$ cat src/rtl/dbus_traffic_gen.sv
// dbus_traffic_gen: table-driven load/store stimulus for the CPU data-bus channels,
// with masked read-data checking, per-channel timeouts and first-error capture.
module dbus_traffic_gen #(
    parameter int N_CPU     = 2,
    parameter int DBUS_AW   = 32,
    parameter int DBUS_DW   = 32,
    parameter int DBUS_ISEL = 4,
    parameter int DEPTH     = 8,
    parameter int TIMEOUT   = 256,
    parameter int GAP_CYC   = 1,
    localparam int CW = (N_CPU > 1) ? $clog2(N_CPU) : 1,
    localparam int IW = $clog2(DEPTH),
    localparam int LW = IW + 1,
    localparam int TW = $clog2(TIMEOUT + 1),
    localparam int GW = $clog2(GAP_CYC + 1)
) (
    input  logic                       clk,
    input  logic                       resetn,
    input  logic                       cfg_we,
    input  logic [CW-1:0]              cfg_cpu,
    input  logic [IW-1:0]              cfg_idx,
    input  logic                       cfg_op_we,
    input  logic [DBUS_AW-1:0]         cfg_adr,
    input  logic [DBUS_DW-1:0]         cfg_dat,
    input  logic [DBUS_ISEL-1:0]       cfg_sel,
    input  logic                       cfg_chk,
    input  logic [LW-1:0]              cfg_len,
    input  logic                       start,
    input  logic                       mode,
    output logic [N_CPU-1:0]           req_m2dbiu,
    output logic [N_CPU*DBUS_AW-1:0]   adr_m2dbiu_flat,
    output logic [N_CPU*DBUS_DW-1:0]   dat_m2dbiu_flat,
    output logic [N_CPU-1:0]           we_m2dbiu,
    output logic [N_CPU*DBUS_ISEL-1:0] sel_m2dbiu_flat,
    input  logic [N_CPU*DBUS_DW-1:0]   dat_dbiu2m_flat,
    input  logic [N_CPU-1:0]           ack_dbiu2m,
    output logic                       busy,
    output logic                       done,
    output logic [15:0]                err_cnt,
    output logic [N_CPU-1:0]           timeout,
    output logic [CW-1:0]              err_cpu,
    output logic [IW-1:0]              err_idx,
    output logic [DBUS_DW-1:0]         err_dat
);
    typedef enum logic [1:0] {S_IDLE, S_ISSUE, S_GAP, S_DONE} state_t;

    state_t             st_q   [N_CPU];
    state_t             st_d   [N_CPU];
    logic [LW-1:0]      cnt_q  [N_CPU];
    logic [LW-1:0]      cnt_d  [N_CPU];
    logic [LW-1:0]      len_q  [N_CPU];
    logic [LW-1:0]      len_d  [N_CPU];
    logic [TW-1:0]      tcnt_q [N_CPU];
    logic [TW-1:0]      tcnt_d [N_CPU];
    logic [GW-1:0]      gcnt_q [N_CPU];
    logic [GW-1:0]      gcnt_d [N_CPU];
    logic               busy_q, busy_d, done_q, done_d, mode_q, mode_d;
    logic [15:0]        err_cnt_q, err_cnt_d, nerr;
    logic [16:0]        sum;
    logic [N_CPU-1:0]   to_q, to_d;
    logic [CW-1:0]      ecpu_q, ecpu_d;
    logic [IW-1:0]      eidx_q, eidx_d;
    logic [DBUS_DW-1:0] edat_q, edat_d;
    logic               found, cfg_ok, start_ok;
    logic [N_CPU-1:0]   dn, prv, launch, mism, to_ev, err_ev;

    logic                 t_we  [N_CPU][DEPTH];
    logic                 t_chk [N_CPU][DEPTH];
    logic [DBUS_AW-1:0]   t_adr [N_CPU][DEPTH];
    logic [DBUS_DW-1:0]   t_dat [N_CPU][DEPTH];
    logic [DBUS_ISEL-1:0] t_sel [N_CPU][DEPTH];

    assign cfg_ok   = cfg_we && !busy_q;
    assign start_ok = start && !busy_q;
    assign prv      = dn << 1;

    always_ff @(posedge clk) begin
        if (cfg_ok) begin
            t_we[cfg_cpu][cfg_idx]  <= cfg_op_we;
            t_chk[cfg_cpu][cfg_idx] <= cfg_chk;
            t_adr[cfg_cpu][cfg_idx] <= cfg_adr;
            t_dat[cfg_cpu][cfg_idx] <= cfg_dat;
            t_sel[cfg_cpu][cfg_idx] <= cfg_sel;
        end
    end

    for (genvar c = 0; c < N_CPU; c++) begin : g_ch
        logic [IW-1:0]      ix;
        logic [DBUS_DW-1:0] rd, m;
        logic               iss;
        assign ix  = cnt_q[c][IW-1:0];
        assign iss = st_q[c] == S_ISSUE;
        assign rd  = dat_dbiu2m_flat[c*DBUS_DW +: DBUS_DW];
        // per-byte select doubles as the compare mask
        for (genvar b = 0; b < DBUS_ISEL; b++) begin : g_b
            assign m[b*8 +: 8] = {8{t_sel[c][ix][b]}};
        end
        assign mism[c]   = |((rd ^ t_dat[c][ix]) & m);
        assign dn[c]     = st_q[c] == S_DONE;
        assign launch[c] = busy_q ? (!mode_q && prv[c] && st_q[c] == S_IDLE) : (start_ok && (mode || c == 0));
        assign to_ev[c]  = iss && !ack_dbiu2m[c] && tcnt_q[c] == TW'(TIMEOUT - 1);
        assign err_ev[c] = to_ev[c] || (iss && ack_dbiu2m[c] && !t_we[c][ix] && t_chk[c][ix] && mism[c]);
        assign req_m2dbiu[c] = iss;
        assign we_m2dbiu[c]  = iss && t_we[c][ix];
        assign adr_m2dbiu_flat[c*DBUS_AW +: DBUS_AW]     = iss ? t_adr[c][ix] : '0;
        assign dat_m2dbiu_flat[c*DBUS_DW +: DBUS_DW]     = iss ? t_dat[c][ix] : '0;
        assign sel_m2dbiu_flat[c*DBUS_ISEL +: DBUS_ISEL] = iss ? t_sel[c][ix] : '0;
    end

    always_comb begin
        st_d      = st_q;
        cnt_d     = cnt_q;
        tcnt_d    = tcnt_q;
        gcnt_d    = gcnt_q;
        len_d     = len_q;
        busy_d    = busy_q;
        done_d    = 1'b0;
        mode_d    = mode_q;
        to_d      = to_q | to_ev;
        ecpu_d    = ecpu_q;
        eidx_d    = eidx_q;
        edat_d    = edat_q;
        nerr      = '0;
        found     = 1'b0;
        if (cfg_ok) len_d[cfg_cpu] = cfg_len;
        for (int c = 0; c < N_CPU; c++) begin
            unique case (st_q[c])
                S_IDLE: if (launch[c]) begin
                    st_d[c]   = (len_d[c] == '0) ? S_DONE : S_ISSUE;
                    cnt_d[c]  = '0;
                    tcnt_d[c] = '0;
                end
                S_ISSUE: if (ack_dbiu2m[c]) begin
                    st_d[c]   = S_GAP;
                    gcnt_d[c] = '0;
                end else if (to_ev[c]) st_d[c] = S_DONE;
                else tcnt_d[c] = tcnt_q[c] + TW'(1);
                S_GAP: if (gcnt_q[c] == GW'(GAP_CYC - 1)) begin
                    cnt_d[c]  = cnt_q[c] + LW'(1);
                    tcnt_d[c] = '0;
                    st_d[c]   = (cnt_q[c] + LW'(1) == len_q[c]) ? S_DONE : S_ISSUE;
                end else gcnt_d[c] = gcnt_q[c] + GW'(1);
                default: ;
            endcase
            if (err_ev[c]) begin
                nerr = nerr + 16'd1;
                if (!found && err_cnt_q == '0) begin
                    ecpu_d = CW'(c);
                    eidx_d = cnt_q[c][IW-1:0];
                    edat_d = to_ev[c] ? '0 : dat_dbiu2m_flat[c*DBUS_DW +: DBUS_DW];
                end
                found = 1'b1;
            end
        end
        sum       = {1'b0, err_cnt_q} + {1'b0, nerr};
        err_cnt_d = sum[16] ? 16'hFFFF : sum[15:0];
        if (busy_q && &dn) begin
            busy_d = 1'b0;
            done_d = 1'b1;
            st_d   = '{default: S_IDLE};
        end
        if (start_ok) begin
            busy_d    = 1'b1;
            mode_d    = mode;
            to_d      = '0;
            err_cnt_d = '0;
            ecpu_d    = '0;
            eidx_d    = '0;
            edat_d    = '0;
        end
    end

    always_ff @(posedge clk) begin
        if (!resetn) begin
            st_q      <= '{default: S_IDLE};
            cnt_q     <= '{default: '0};
            len_q     <= '{default: '0};
            tcnt_q    <= '{default: '0};
            gcnt_q    <= '{default: '0};
            busy_q    <= 1'b0;
            done_q    <= 1'b0;
            mode_q    <= 1'b0;
            err_cnt_q <= '0;
            to_q      <= '0;
            ecpu_q    <= '0;
            eidx_q    <= '0;
            edat_q    <= '0;
        end else begin
            st_q      <= st_d;
            cnt_q     <= cnt_d;
            len_q     <= len_d;
            tcnt_q    <= tcnt_d;
            gcnt_q    <= gcnt_d;
            busy_q    <= busy_d;
            done_q    <= done_d;
            mode_q    <= mode_d;
            err_cnt_q <= err_cnt_d;
            to_q      <= to_d;
            ecpu_q    <= ecpu_d;
            eidx_q    <= eidx_d;
            edat_q    <= edat_d;
        end
    end

    assign busy    = busy_q;
    assign done    = done_q;
    assign err_cnt = err_cnt_q;
    assign timeout = to_q;
    assign err_cpu = ecpu_q;
    assign err_idx = eidx_q;
    assign err_dat = edat_q;
endmodule

$ cat config.mk
export PLATFORM = sky130hd
export DESIGN_NAME = dbus_traffic_gen
export DESIGN_NICKNAME = d
export VERILOG_FILES = /design/src/rtl/dbus_traffic_gen.sv
export SDC_FILE = /design/constraint.sdc
export NUM_CORES = 1
export LEC_CHECK = 0
export ABC_AREA = 1
export BUFFER_PORTS_ARGS = -buffer_cell sky130_fd_sc_hd__buf_2
export CAP_MARGIN = 30
export CELL_PAD_IN_SITES_DETAIL_PLACEMENT = 1
export CELL_PAD_IN_SITES_GLOBAL_PLACEMENT = 2
export CORE_MARGIN = 4
export CORE_UTILIZATION = 43
export CTS_CLUSTER_SIZE = 40
export DETAILED_ROUTE_END_ITERATION = 16
export PLACE_DENSITY = 0.93
export SETUP_SLACK_MARGIN = 0.1
export SLEW_MARGIN = 20
export SYNTH_ARGS = -nofsm -noshare
export SYNTH_HDL_FRONTEND = slang
export SYNTH_SLANG_ARGS = --single-unit
$ cat constraint.sdc
create_clock -name clk -period 11.8 [get_ports clk]
set_input_delay 1.77 -clock clk [delete_from_list [all_inputs] [get_ports clk]]
set_output_delay 1.77 -clock clk [all_outputs]
set_load 0.02 [all_outputs]
==> run metrics <==
clk sinks=1215; Vias/cell=5.535; DIE AREA=126000 sq um; Critical Path Slowest Stage Cell=dfxtp_4; first-pass GRT wire length=249.6 mm; CORE AREA=119700 sq um; Worst slew margin=0.3002; Worst EP arrival=7.09 ns; initial DRC count=3385; Placement Cell Area=55010 sq um; Switching Fraction=0.3048; Seq/Total Area, Yosys=0.6865; Slew Limit Fails=0; sequential cell area=35550 sq um; Layout area overhead=14.67%; Final Skew=0.02311 ns; via count=38430; synth unique cells=38; post-route minimum period=6.464 ns; final WL=170.1 mm; CTS clk-pin slew, worst paths=0.06 ns; Power Internal=7.488 mW; number of H-tree levels=4; Final Hold Violating Endpoints=0; initial core utilization=0.4326; Total GRT Usage=0.2639; Mapped Cells=4938; post-DR wirelength/cell=24.51 microns; non-filler instance count after layout=6942; Cells after DPL=6684; # DRC=0; setup TNS=0 ns; Layout Nets=5389; Hold WS=0.4642 ns; Multi-input gate area=13360 sq um; initial antenna violation count=24; layout cell share with drive strength beyond 1=0.1182; largest net degree at the start of global routing=186; max_cap viols=0; syn nets=5107; power share of the clock group=0.360; power per cell area=181.5 nW/um^2; Critical Path Most Common Cell=nand2_1; clk_lat worst skew=0.75 ns; Clock Path Buffers=3; most frequent cells in the layout=edfxtp_1 (1120), nand2_1 (969), nor2_1 (762); Comb pwr share=0.191; synthesis-stage register bit count=1215; Final Cycle Share=0.5478; vias in the first global route=39640; hold buffer count at cts=0; gr ovfl total=0; RSZ-0062 raised after global routing=false; Critical Path Max Stage Delay=0.75 ns; NetSw=3.283 mW; commonest non-fill, non-tap cell in the layout=edfxtp_1; filler cell count=12980; Cell Rows=127; Mean Syn Cell Area=10.48 sq um; Antenna Nets Post-Route=0; IO Pins=345; total CTS buffers=132; leak pwr=23.14 nW; Hold WC Path Type=register to register; count of cells resized by post-cts repair=0; CP Max Fanout=70; CP Class=register to register; DRT Pass-1 Iters=6; CP required=12.43 ns; Critical Path Sink Type=register; HPWL Detailed=105.2 mm; Syn Std Cell Area=51760 sq um; number of port buffers=344; Post-CTS Setup Inserts=0; clk root buf=clkbuf_16; register share of total power=0.449; CTS tree=done; CP startpoint kind=register; Finished Cell Area=59350 sq um; die height=355.0 microns; GP Congestion=0.8462; Highest Clock Rate=154.7 MHz; setup violators final=0; outcome=finished, final reports clean; peak supply drop=0.1610 mV; yosys warns=0; Worst-Margin Slew=1.050 ns; Chip Width=355.0 microns
stage by stage:
stage	setup slack, ns	total power, mW	utilization
floorplan	4.079	6.174	-
global placement	5.357	6.880	0.4586
detailed placement	5.115	6.957	0.4598
CTS	5.070	10.83	0.4929
global route	4.777	11.22	0.4958
finish	5.336	10.77	0.4960
logic make-up after synthesis:
family	synth area share
AOI/OAI and AO/OA	0.07085
and+or+nand+nor	0.1753
buffers and inverters	0.05743
muxes	0.001547
adders and majority gates	0.004980
xor gates and xnor gates	0.003384
DFF	0.6865
path summary, 6_finish.rpt:
path                  from          end  slack (ns)  cells after the start
hold / removal     err_cpu      err_cpu        0.46                      2
setup / recovery  cnt_q[4]  err_cnt[14]        5.34                     30
hold reg to reg    err_cpu      err_cpu        0.46                      2
setup reg to reg  cnt_q[4]  err_cnt[14]        5.34                     30
layout make-up:
cell class,count,share of cell area
clock buffer,168,0.05936
tap,1612,0.03398
sequential,1215,0.5990
clock inverter,66,0.007378
antenna,10,0.0004216
timing repair buffer,419,0.04435
multi-input combinational,2976,0.2251
inverter,476,0.03044
power groups by stage:
stage	combinational (mW)	clock, mW	sequential, mW
global route	2.26	4.12	4.84
detailed placement	2.03	0	4.92
finish	2.06	3.88	4.83
global placement	1.96	0	4.92
floorplan	1.28	0	4.90
CTS	2.05	3.94	4.83
state kept, by name, summed over array words and instances (netlist names):
signal / count
busy: 1
err_dat: 32
err_cnt: 16
mode_q: 1
t_chk: 16
t_sel: 64
err_cpu: 1
len_q: 8
t_we: 16
tcnt_q: 18
st_q: 4
done: 1
cnt_q: 8
err_idx: 3
t_adr: 512
t_dat: 512
timeout: 2
worst max-delay path: cells and delay by family (launching register included):
family / cells / cell delay, ns
compound gates: 2 / 0.20
fa+ha+maj: 3 / 0.81
buf+inv: 6 / 1.90
flops: 1 / 0.75
simple gates: 19 / 2.59
synth_stat cells:
master | number | share of area
or2_2 | 2 | 0.00024
and3_1 | 2 | 0.00024
nand4_1 | 6 | 0.00073
mux2i_1 | 8 | 0.0015
o22ai_1 | 69 | 0.0083
o21a_1 | 4 | 0.00058
a31oi_1 | 64 | 0.0077
buf_4 | 3 | 0.00044
xnor2_1 | 8 | 0.0014
nor3_1 | 27 | 0.0026
o21ai_1 | 29 | 0.0028
a211oi_1 | 4 | 0.00058
xor2_1 | 12 | 0.0020
nand2_1 | 970 | 0.070
dfxtp_1 | 95 | 0.037
nor2_1 | 767 | 0.056
o221a_2 | 4 | 0.00087
nor2_2 | 1 | 0.00012
buf_1 | 24 | 0.0017
edfxtp_1 | 1120 | 0.65
nor4_1 | 4 | 0.00048
buf_6 | 7 | 0.0015
a21oi_1 | 47 | 0.0045
clkinv_1 | 3 | 0.00022
inv_2 | 4 | 0.00029
nor3b_1 | 2 | 0.00029
clkbuf_1 | 153 | 0.011
fa_1 | 1 | 0.00039
o211a_1 | 1 | 0.00019
o21ai_0 | 461 | 0.045
buf_2 | 84 | 0.0081
o211ai_1 | 1 | 0.00015
nor4_2 | 1 | 0.00024
nand3_1 | 459 | 0.044
a21o_1 | 1 | 0.00015
a41oi_1 | 2 | 0.00034
inv_1 | 469 | 0.034
ha_1 | 19 | 0.0046
per-layer routing:
| metal | track usage | vias up | share of wire |
|---|---|---|---|
| met1 | 0.3297 | 19500 | 0.40 |
| met5 | 0 | - | 0.00074 |
| met4 | 0.1040 | 18 | 0.037 |
| li1 | - | 17350 | - |
| met3 | 0.04828 | 280 | 0.066 |
| met2 | 0.4562 | 1282 | 0.50 |
Note: power is estimated with default switching activity, not from simulation.
